===== src/rtl/pipe_pkg.sv =====
// Shared types and constants for the skid-buffered pipeline stage.
package pipe_pkg;

  // The state encoding is the number of held entries, so it doubles as occupancy.
  typedef enum logic [1:0] {
    EMPTY = 2'd0,
    ONE   = 2'd1,
    FULL  = 2'd2
  } pipe_state_e;

  localparam int CTRL_MAX_W = 64;
  localparam logic [CTRL_MAX_W-1:0] CTRL_BUBBLE = '0;

endpackage


===== src/rtl/pipe_entry.sv =====
// One stage entry: payload plus control.
// Clearing control turns the entry into a bubble and leaves the payload unchanged.
module pipe_entry
  import pipe_pkg::*;
#(
  parameter int DATA_W = 64,
  parameter int CTRL_W = 8,
  parameter logic [DATA_W-1:0] PRESET_VAL = '0
) (
  input  logic              clk_i,
  input  logic              srst_i,
  input  logic              load_i,
  input  logic              clr_ctrl_i,
  input  logic [DATA_W-1:0] data_i,
  input  logic [CTRL_W-1:0] ctrl_i,
  output logic [DATA_W-1:0] data_o,
  output logic [CTRL_W-1:0] ctrl_o
);

  logic [DATA_W-1:0] data_q;
  logic [CTRL_W-1:0] ctrl_q;

  always_ff @(posedge clk_i) begin
    if (srst_i) begin
      data_q <= PRESET_VAL;
      ctrl_q <= CTRL_BUBBLE[CTRL_W-1:0];
    end else begin
      if (load_i) data_q <= data_i;
      if (clr_ctrl_i)  ctrl_q <= CTRL_BUBBLE[CTRL_W-1:0];
      else if (load_i) ctrl_q <= ctrl_i;
    end
  end

  assign data_o = data_q;
  assign ctrl_o = ctrl_q;

endmodule


===== src/rtl/pipe_skid_stage.sv =====
// Pipeline stage register with a one-entry skid buffer and flush.
// Backpressure replaces a shared stall enable, and in_ready is a registered decode gated only by flush.
module pipe_skid_stage
  import pipe_pkg::*;
#(
  parameter int DATA_W = 64,
  parameter int CTRL_W = 8,
  parameter logic [DATA_W-1:0] PRESET_VAL = '0
) (
  input  logic              clk,
  input  logic              srst,
  input  logic              flush,
  input  logic              in_valid,
  output logic              in_ready,
  input  logic [DATA_W-1:0] in_data,
  input  logic [CTRL_W-1:0] in_ctrl,
  output logic              out_valid,
  input  logic              out_ready,
  output logic [DATA_W-1:0] out_data,
  output logic [CTRL_W-1:0] out_ctrl,
  output logic [1:0]        occupancy
);

  // Handshake: an entry moves on a rising edge where valid && ready are both high.
  // A producer holding valid keeps its payload stable until that edge.
  pipe_state_e state_q, state_d;
  logic in_xfer, out_xfer;
  logic main_load, main_sel_skid, skid_load;
  logic [DATA_W-1:0] main_data, skid_data, main_din_data;
  logic [CTRL_W-1:0] main_ctrl, skid_ctrl, main_din_ctrl;

  assign in_ready  = (state_q != FULL) && !flush;
  assign out_valid = (state_q != EMPTY);
  assign in_xfer   = in_valid && in_ready;
  assign out_xfer  = out_valid && out_ready;
  assign occupancy = state_q;

  always_comb begin
    state_d       = state_q;
    main_load     = 1'b0;
    main_sel_skid = 1'b0;
    skid_load     = 1'b0;
    if (flush) begin
      state_d = EMPTY;
    end else begin
      case (state_q)
        EMPTY: begin
          if (in_xfer) begin
            state_d   = ONE;
            main_load = 1'b1;
          end
        end
        ONE: begin
          if (in_xfer && out_xfer) begin
            main_load = 1'b1;
          end else if (in_xfer) begin
            state_d   = FULL;
            skid_load = 1'b1;
          end else if (out_xfer) begin
            state_d = EMPTY;
          end
        end
        FULL: begin
          if (out_xfer) begin
            state_d       = ONE;
            main_load     = 1'b1;
            main_sel_skid = 1'b1;
          end
        end
        default: state_d = EMPTY;
      endcase
    end
  end

  always_ff @(posedge clk) begin
    if (srst) state_q <= EMPTY;
    else      state_q <= state_d;
  end

  assign main_din_data = main_sel_skid ? skid_data : in_data;
  assign main_din_ctrl = main_sel_skid ? skid_ctrl : in_ctrl;

  pipe_entry #(
    .DATA_W(DATA_W), .CTRL_W(CTRL_W), .PRESET_VAL(PRESET_VAL)
  ) u_main (
    .clk_i(clk), .srst_i(srst), .load_i(main_load), .clr_ctrl_i(flush),
    .data_i(main_din_data), .ctrl_i(main_din_ctrl),
    .data_o(main_data), .ctrl_o(main_ctrl)
  );

  pipe_entry #(
    .DATA_W(DATA_W), .CTRL_W(CTRL_W), .PRESET_VAL(PRESET_VAL)
  ) u_skid (
    .clk_i(clk), .srst_i(srst), .load_i(skid_load), .clr_ctrl_i(flush),
    .data_i(in_data), .ctrl_i(in_ctrl),
    .data_o(skid_data), .ctrl_o(skid_ctrl)
  );

  assign out_data = main_data;
  assign out_ctrl = out_valid ? main_ctrl : CTRL_BUBBLE[CTRL_W-1:0];

endmodule

===== config.mk =====
export PLATFORM = sky130hd
export DESIGN_NAME = pipe_skid_stage
export DESIGN_NICKNAME = d
export VERILOG_FILES = /design/src/rtl/pipe_pkg.sv /design/src/rtl/pipe_entry.sv /design/src/rtl/pipe_skid_stage.sv
export SDC_FILE = /design/constraint.sdc
export NUM_CORES = 1
export LEC_CHECK = 0
export CAP_MARGIN = 10
export CORE_MARGIN = 5
export CORE_UTILIZATION = 44
export DETAILED_ROUTE_END_ITERATION = 16
export DONT_BUFFER_PORTS = 1
export GPL_TIMING_DRIVEN = 1
export SETUP_SLACK_MARGIN = 0.3
export SYNTH_ARGS = -nofsm -noshare
export SYNTH_HDL_FRONTEND = slang
export SYNTH_SLANG_ARGS = --single-unit

===== constraint.sdc =====
create_clock -name clk -period 1.6 [get_ports clk]
set_input_delay 0.32 -clock clk [delete_from_list [all_inputs] [get_ports clk]]
set_output_delay 0.32 -clock clk [all_outputs]
set_load 0.02 [all_outputs]

# --- After elaboration in Yosys (flattened, before gate mapping) ---
# Index checks and enable logic that the tools add are counted.
# Widths: inputs -> output; s select.
word_totals:
  elab_cells: 40
  register_bits: 146
  out_inout_bits: 76
  in_bits: 77
classes:
  eq_ne: 7
  n_reduce_logical: 9
  mux: 19
op_table:
  columns: ["op", "n"]
  rows:
  - ["$mux 64", 1]
  - ["$mux 8", 2]
  - ["$mux 2", 5]
  - ["$mux 1", 9]
  - ["$ne 2x2->1 const B", 4]
  - ["$pmux 2 s3", 1]
  - ["$logic_and 1x1->1", 4]
  - ["$reduce_and 4->1", 1]
  - ["$ne 3x3->1 const B", 1]
  - ["$pmux 1 s3", 1]
  - ["$eq 2x1->1 const B", 1]
  - ["$eq 2x2->1 const B", 1]
  - ["$logic_not 2->1", 1]
  - ["$reduce_bool 2->1", 1]
  - ["$reduce_or 2->1", 1]
  - ["$logic_not 1->1", 1]

# --- Logic depth before layout (Yosys ltp) ---
# Gate-level depths: netlist (run 1).
depth:
  word_depth: 7
  depth_mapped: 7
  ltp_nobuf: 4

# --- By module ---
# From an unflattened synthesis (run 1), not the netlist that was laid out.
unflattened:
  cells_unflattened: 572
  hier_area_um2: 6371.1
by_module_without_submodules:
  columns: ["mod", "instances", "area_per_inst_um2", "cells_each", "seq_area_each_um2"]
  rows:
  - ["pipe_entry", 2, 2592.5, 233, 1441.4]
  - ["pipe_skid_stage", 1, 1186.1, 106, 40.0]

# --- Least setup slack after synthesis (run 1) ---
# No wires, ideal clock.
synth_timing:
  path_kind: "reg-to-reg"
  startpoint: "reg state_q[1] (netlist: occupancy[1])"
  endpoint: "reg u_main.data_q[10] (netlist: u_main.data_o[10])"
  n_path_buf: 3
  setup_slack_ns: -0.071
  t_arrival_ns: 1.584
  synth_period_minus_slack_ns: 1.671
  setup_time_ns: 0.087
  required_ns: 1.513
  path_stages_with_launch: 8
  cell_sequence: "dfxtp_1 -> and2b_1 -> and3b_1 -> buf_6 -> buf_6 -> buf_2 -> nor2_1 -> a221oi_2"
synth_between:
  elab_chain_cells: 7
  elab_cells_between_ends: 17
  classes_between: "eq/ne (3); mux (8); reduce/logical (6)"
synth_lines:
  columns: ["item", "line_no", "source"]
  rows:
  - ["start: declaration", "pipe_skid_stage.sv:26", "pipe_state_e state_q, state_d;"]
  - ["start signal: assignment", "pipe_skid_stage.sv:77", "else state_q <= state_d;"]
  - ["$ne 2x2->1", "pipe_skid_stage.sv:32", "assign in_ready = (state_q != FULL) && !flush;"]
  - ["$logic_and 1x1->1", "pipe_skid_stage.sv:32", null]
  - ["$logic_and 1x1->1", "pipe_skid_stage.sv:34", "assign in_xfer = in_valid && in_ready;"]
  - ["$logic_and 1x1->1", "pipe_skid_stage.sv:54", "if (in_xfer && out_xfer) begin"]
  - ["$mux 1", "pipe_skid_stage.sv:54", null]
  - ["$pmux 1 s3", "pipe_skid_stage.sv:46", "case (state_q)"]
  - ["$mux 1", "pipe_skid_stage.sv:43", "if (flush) begin"]
  - ["end signal: assignment", "pipe_entry.sv:28", "if (load_i) data_q <= data_i;"]
  - ["end: declaration", "pipe_entry.sv:20", "logic [DATA_W-1:0] data_q;"]
# Several ways; a longest one is shown, not always the timed one.
# A chain may end at the register's enable or synchronous reset.

# --- Final worst setup path (run 1) ---
layout_timing:
  startpoint: "reg state_q[0] (netlist: occupancy[0])"
  endpoint: "reg u_main.data_q[9] (netlist: u_main.data_o[9])"
# The elaborated chain is that of the path after synthesis.

==> qor.yml, run 1 <==
power_and_ir_drop:
  powerDensity_nw_per_um2: 930
  p_int_mw: 7.19
  vdd_drop_max_mv: 0.675
  power.share.clock_pct: 47.6
  p_seq_share_pct: 42.5
  p_total_mw: 9.47
  combPwrFrac_pct: 9.9
  p_leak_nw: 3.65
  p_sw_mw: 2.28
  switching_share_pct: 24.1
yosys:
  synth.net_count: 750
  yosysTopAreaCellShare_pct: 45.9
  synth_top_family_by_area: "compound AO/OA/AOI/OAI gates"
  syn_avg_cell_area_um2: 9.47
  synth_edf_count: 0
  synth_area_um2: 6370
  ys_types: 23
  synth_fa_ha_area_share_pct: 0
  synthSimpleGateAreaFrac_pct: 15.1
  ys_warn_count: 0
  yosysSeqAreaShare_pct: 45.9
  yosys-top-cells-area: "dfxtp_1 (46%), a221oi_2 (16%), mux2i_1 (11%)"
  yosysMostFrequentCell: "nand2_1"
  synth-seq-cells: 146
  synth_top_area_cell: "dfxtp_1"
  synth_compound_area_share_pct: 22.6
  synth_xor_xnor_area_share_pct: 0
  synthTopCellsByCount: "nand2_1 (147), dfxtp_1 (146), a21oi_1 (76), nor2_1 (76), mux2i_1 (72)"
  synthFlopType: "dfxtp_1"
  async_flop_share_pct: 0
  yosys-mux-area-fraction_pct: 11.3
  netlist_instances: 673
sta:
  finClkSkew_ns: 0.00699
  setup_viol: 155
  period_needed_ns: 1.84
  relSlewSlack_pct: 65.8
  drv_slew: 0
  setup_slack_ns: -0.244
  rsz0062_at_grt: "yes"
  timing.final.hold_violations: 29
  clock.fmax_mhz: 542
  tightest_slew_ns: 0.513
  final.period_utilization_pct: 115
  fin_hold_ws_ns: -0.0436
routing:
  drc: 0
  wirelength_um: 22700
  firstDrtPassIters: 5
  drtIter0Drc: 297
  via_per_inst: 5.91
  routedWlPerCell_um: 23.9
  routed-via-count: 5630
  ant_nets: 0
critical_path:
  cp-end-kind: "flop"
  crit_buf_inv: 7
  r2r_setup_slack_ns: -0.24
  worstSetupStartpointType: "flop"
  critical_path_class: "flop to flop"
  cpMostUsedCell: "buf_12"
  slowest_stage: "dfxtp_4"
  cpPeakStageDelay_ns: 0.35
  path_cells: "buf_6 -> buf_6 -> buf_6 -> nand3b_1 -> a21oi_4 -> buf_12 -> buf_12 -> buf_12 -> buf_12 -> a221oi_4"
  critPathTopFamily: "buffers and inverters"
  arrival_ns: 2.17
  critPathRequiredTime_ns: 1.92
  worstPathMaxFanout: 5
status:
  status: "complete, but fails checks"
  violations: "negative hold slack, negative setup slack"
cts:
  clockBufferDepth: 2
  cts_buffers: 17
  h-tree-depth: 4
  cts_sinks: 146
  root_buffer: "clkbuf_16"
  clkTransAtPathRegs_ns: 0.06
  clock_latency_ns: 0.42
  cts_tree: "built"
  cts_hold_buf: 1
global_route:
  grt_pass1_wl_um: 32400
  grt_max_degree: 130
  antenna_found_initial: 0
  grt_use_total_pct: 24.9
  grt_pass1_vias: 5594
  grt-ovfl-total: 0
flow_run:
  drv_cap: 0
floorplan:
  die_h_um: 130
  pin_count: 153
  initial_core_util_pct: 44.4
  core_area_um2: 14400
  placementRows: 44
  die_x_um: 130
  dieArea_um2: 17000
placed_design:
  gp_congestion: 0.767
  dp_hpwl_um: 10500
  dp_slack_ns: -0.0280
  io_buffers: 0
  dp.cells: 834
  placed_cell_area_um2: 6830
cells_and_area:
  drive_above_1_share_pct: 48.6
  layout.nets: 833
  area_growth_pct: 59.7
  fillers: 933
  design_area_um2: 10200
  antenna_cells: 0
  instances_no_fill: 952
hold_path:
  min_path_type: "primary input to flop"
## placed cells by master (no fill, tap or decap), types with 2 or more instances in the layout
cell type and instances:
a221oi_4 13, buf_12 39, nor2_1 71, inv_4 2
buf_4 14, clkbuf_16 17, nor2_4 4, buf_6 30
and3b_2 2, clkinvlp_4 2, nand2_4 44, bufbuf_16 3
a221oi_2 59, nor2b_1 5, mux2i_2 9, buf_8 5
a21oi_2 63, mux2i_1 63, a21oi_1 12, dfxtp_1 144
bufinv_16 6, nor2b_4 4, dfxtp_4 2, nand2_1 94
buf_16 32, clkinv_4 2, nand2_2 9
## flip-flops by register name, indices dropped and copies added, names as in the netlist
signal,flops
occupancy,2
u_main.ctrl_o,8
u_main.data_o,64
u_skid.ctrl_o,8
u_skid.data_o,64
## power groups by stage
stage	registers (mW)	clock network [mW]	logic, mW
finish	4.02	4.50	0.941
global route	4.04	4.72	0.995
CTS	4.02	4.57	0.816
detailed placement	4.09	0	0.590
global placement	4.09	0	0.564
floorplan	4.06	0	0.482
## through the flow
stage	setup TNS (ns)	util [%]
after global routing	-33.27	70.8
after floorplan	0	-
after detailed placement	-0.173	47.6
after CTS	-16.32	64.5
after global placement	0	47.6
final	-24.44	70.8
## area by class of cell
type / instances / area [µm²] / area share (%)
Multi-Input combinational cell: 465 / 4060 / 39.9
Sequential cell: 146 / 2930 / 28.8
Timing Repair Buffer: 124 / 2290 / 22.5
Clock buffer: 18 / 429 / 4.22
Clock inverter: 13 / 233 / 2.29
Tap cell: 184 / 230 / 2.26
Inverter: 2 / 10.0 / 0.0983
## layer usage
layer,part of all wire (%),global-route usage (%)
met1,39,30.3
met5,0,0
met2,51,40.3
met3,7.8,9.62
met4,1.6,8.83
## path summary, 6_finish.rpt
check	startpoint	end	depth (start not counted)
max	occupancy[0]$_SDFFE_PP0P_	u_main.data_o[9]$_SDFFE_PP0P_	10
min	srst	u_skid.data_o[53]$_SDFFE_PP0P_	1
max reg2reg	occupancy[0]$_SDFFE_PP0P_	u_main.data_o[9]$_SDFFE_PP0P_	10
min reg2reg	u_skid.data_o[56]$_SDFFE_PP0P_	u_skid.data_o[56]$_SDFFE_PP0P_	2
## cells by family (layout without fill, tap and decap cells)
logic type / count (synthesis) / in the layout
flip-flops: 146 / 146
AND/OR/NAND/NOR: 242 / 244
AO/OA/AOI/OAI: 149 / 149
multiplexers: 72 / 72
buffers and inverters: 64 / 157
## what timing repair did
action | in CTS | in global routing
setup endpoints to repair | 156 | 157
setup buffers | 39 | 11
gates resized for setup | 97 | 197
cloned | 36 | 0
endpoints found under the hold margin | 129 | 118
pin swaps | 18 | 100
No activity file was read; power rests on OpenSTA's default activity.
==> run 2, diff against run 1 <==
Settings changed: CORE_MARGIN 5 to 4.
==> qor.yml, run 2 (synthesis gave the netlist of run 1 again) <==
status:
  status: "complete, but fails checks"
  violations: "negative hold slack, negative setup slack"
placed_design:
  dp_hpwl_um: 10100  # -4.3%
  gp_congestion: 0.767  # about the same
  dp_slack_ns: 0.00131  # +0.0293 ns
  io_buffers: 0  # unchanged
  placed_cell_area_um2: 6640  # -2.8%
sta:
  setup_tns_ns: -5.54  # +18.90 ns
  finClkSkew_ns: 0.0103  # +0.00332 ns
  final.period_utilization_pct: 108  # -7.2 points
  clock.fmax_mhz: 578  # +6.7%
  drv_slew: 0  # unchanged
  setup_slack_ns: -0.129  # +0.115 ns
  fin_hold_ws_ns: -0.0496  # -0.00606 ns
  relSlewSlack_pct: 69.1  # +3.3 points
  timing.final.hold_violations: 44  # +52%
  rsz0062_at_grt: "yes"
  setup_viol: 118  # -24%
  tightest_slew_ns: 0.464  # -0.0489 ns
  period_needed_ns: 1.73  # -0.115 ns
global_route:
  antenna_found_initial: 0  # unchanged
  grt_pass1_wl_um: 32300  # -0.26%
  grt_use_total_pct: 25.7  # +0.82 points
  grt-ovfl-total: 0  # unchanged
  grt_pass1_vias: 5473  # -2.2%
  grt_max_degree: 130  # unchanged
critical_path:
  critPathRequiredTime_ns: 1.94  # +0.02 ns
  worstSetupStartpointType: "flop"
  regToRegStartpoint: "occupancy[0]$_SDFFE_PP0P_"
  r2r_setup_slack_ns: -0.13  # +0.12 ns
  critical_path_class: "flop to flop"
  cp-end-kind: "flop"
  worstSetupStartpoint: "occupancy[0]$_SDFFE_PP0P_"
  cp-endpoint: "u_main.data_o[22]$_SDFFE_PP0P_"
  worstPathMaxFanout: 6  # +1
  arrival_ns: 2.07  # -0.10 ns
  r2r_cells: 7  # -3
  r2r_end: "u_main.data_o[22]$_SDFFE_PP0P_"
floorplan:
  dieArea_um2: 16500  # -3.0%
  pin_count: 153  # unchanged
  placementRows: 43  # -2.3%
  core_area_um2: 14000  # -2.3%
  die_h_um: 128  # -1.5%
  initial_core_util_pct: 45.4  # +1.0 points
  die_x_um: 128  # -1.5%
routing:
  via_per_inst: 5.89  # -0.37%
  routed-via-count: 5521  # -1.9%
  wl_met2_um: 10900  # -6.6%
  wl_met1_um: 8230  # -7.8%
  dr.max_layer_used: "met4"
  routedWlPerCell_um: 23.1  # -3.2%
  firstDrtPassIters: 5  # unchanged
  drtIter0Drc: 281  # -5.4%
  drc: 0  # unchanged
  ant_nets: 0  # unchanged
  wirelength_um: 21600  # -4.8%
  wl_met3_um: 2030  # +14%
power_and_ir_drop:
  p_leak_nw: 3.26  # -11%
  p_total_mw: 9.06  # -4.3%
  vdd_drop_max_mv: 0.747  # +11%
  powerDensity_nw_per_um2: 951  # +2.2%
cells_and_area:
  layout.nets: 821  # -1.4%
  fillers: 1011  # +8.4%
  final_cell_mix: "dfxtp_1 (144), nand2_1 (134), a221oi_2 (72), nor2_1 (67), a21oi_1 (56)"
  antenna_cells: 0  # unchanged
  fin_util_pct: 67.9  # -3.0 points
  drive_above_1_share_pct: 39.9  # -8.7 points
  area_growth_pct: 49.6
  mostFrequentLayoutCell: "dfxtp_1"
  design_area_um2: 9530  # -6.4%
cts:
  cts_tree: "built"
  h-tree-depth: 4  # unchanged
  cts_sinks: 146  # unchanged
  clock_latency_ns: 0.43  # about the same
  cts_hold_buf: 1  # unchanged
  clkTransAtPathRegs_ns: 0.07  # about the same
  cts_buffers: 17  # unchanged
  root_buffer: "clkbuf_16"
  clockBufferDepth: 2  # unchanged
flow_run:
  drv_cap: 0  # unchanged
hold_path:
  min_path_type: "primary input to flop"
## run 2: changes by cell type in the layout (fill, tap and decap cells not counted), sizes merged
| cell | change |
|---|---|
| clkbuf | +9 |
| and3b | -1 |
| bufbuf | +2 |
| inv | -1 |
| buf | -19 |
| bufinv | -3 |
| clkinv | +2 |
## run 2: final cells by class
| class | instances | area [µm²] | share of cell area, % |
|---|---|---|---|
| sequential | 146 | 2930 | 30.7 |
| timing repair buffer | 113 | 2190 | 23.0 |
| multi-input combinational | 464 | 3550 | 37.2 |
| clock inverter | 11 | 150 | 1.58 |
| tap | 180 | 225 | 2.36 |
| clock buffer | 21 | 482 | 5.05 |
| inverter | 2 | 7.51 | 0.0788 |
## run 2: where the power goes
part | switching [mW] | internal, mW
clock network | 1.59 | 2.64
registers | 0.251 | 3.77
logic | 0.379 | 0.432
## run 2: routing by layer
metal | GRT usage (%) | vias up
met1 | 31.2 | 2715
met4 | 8.18 | 0
li1 | - | 2549
met5 | 0 | -
met3 | 9.80 | 40
met2 | 42.3 | 217
## run 2: how the worst min path moves through the flow
stage | start | endpoint | cells after the start
6_report | srst | u_main.data_o[51]$_SDFFE_PP0P_ | 1
5_1_grt | srst | u_skid.data_o[49]$_SDFFE_PP0P_ | 1
4_1_cts | srst | u_main.data_o[49]$_SDFFE_PP0P_ | 1
3_5_place_dp | out_ready | occupancy[1]$_SDFFE_PP0P_ | 1
3_3_place_gp | out_ready | occupancy[1]$_SDFFE_PP0P_ | 1
2_1_floorplan | out_ready | occupancy[1]$_SDFFE_PP0P_ | 1
## run 2: repair_timing
item | 4_1_cts | 5_1_grt
resized for setup | 110 | 69
gates cloned | 37 | 6
buffers inserted | 37 | 9
endpoints found under the hold margin | 129 | 125
endpoints found under the setup margin | 156 | 156
pin swaps | 16 | 49
## run 2: per-stage QoR
stage          instances  hold slack (ns)
2_1_floorplan        673            0.389
3_3_place_gp         815            0.391
3_5_place_dp         815            0.397
4_1_cts              922          -0.0512
5_1_grt              937          -0.0698
6_report             937          -0.0496
## run 2: critical path: stages, from the launching register on
cell and delay (ns):
dfxtp_4 0.36, and2b_2 0.24, and3b_4 0.24, buf_12 0.14, buf_12 0.13, buf_16 0.14
mux2i_1 0.13, a221oi_2 0.26
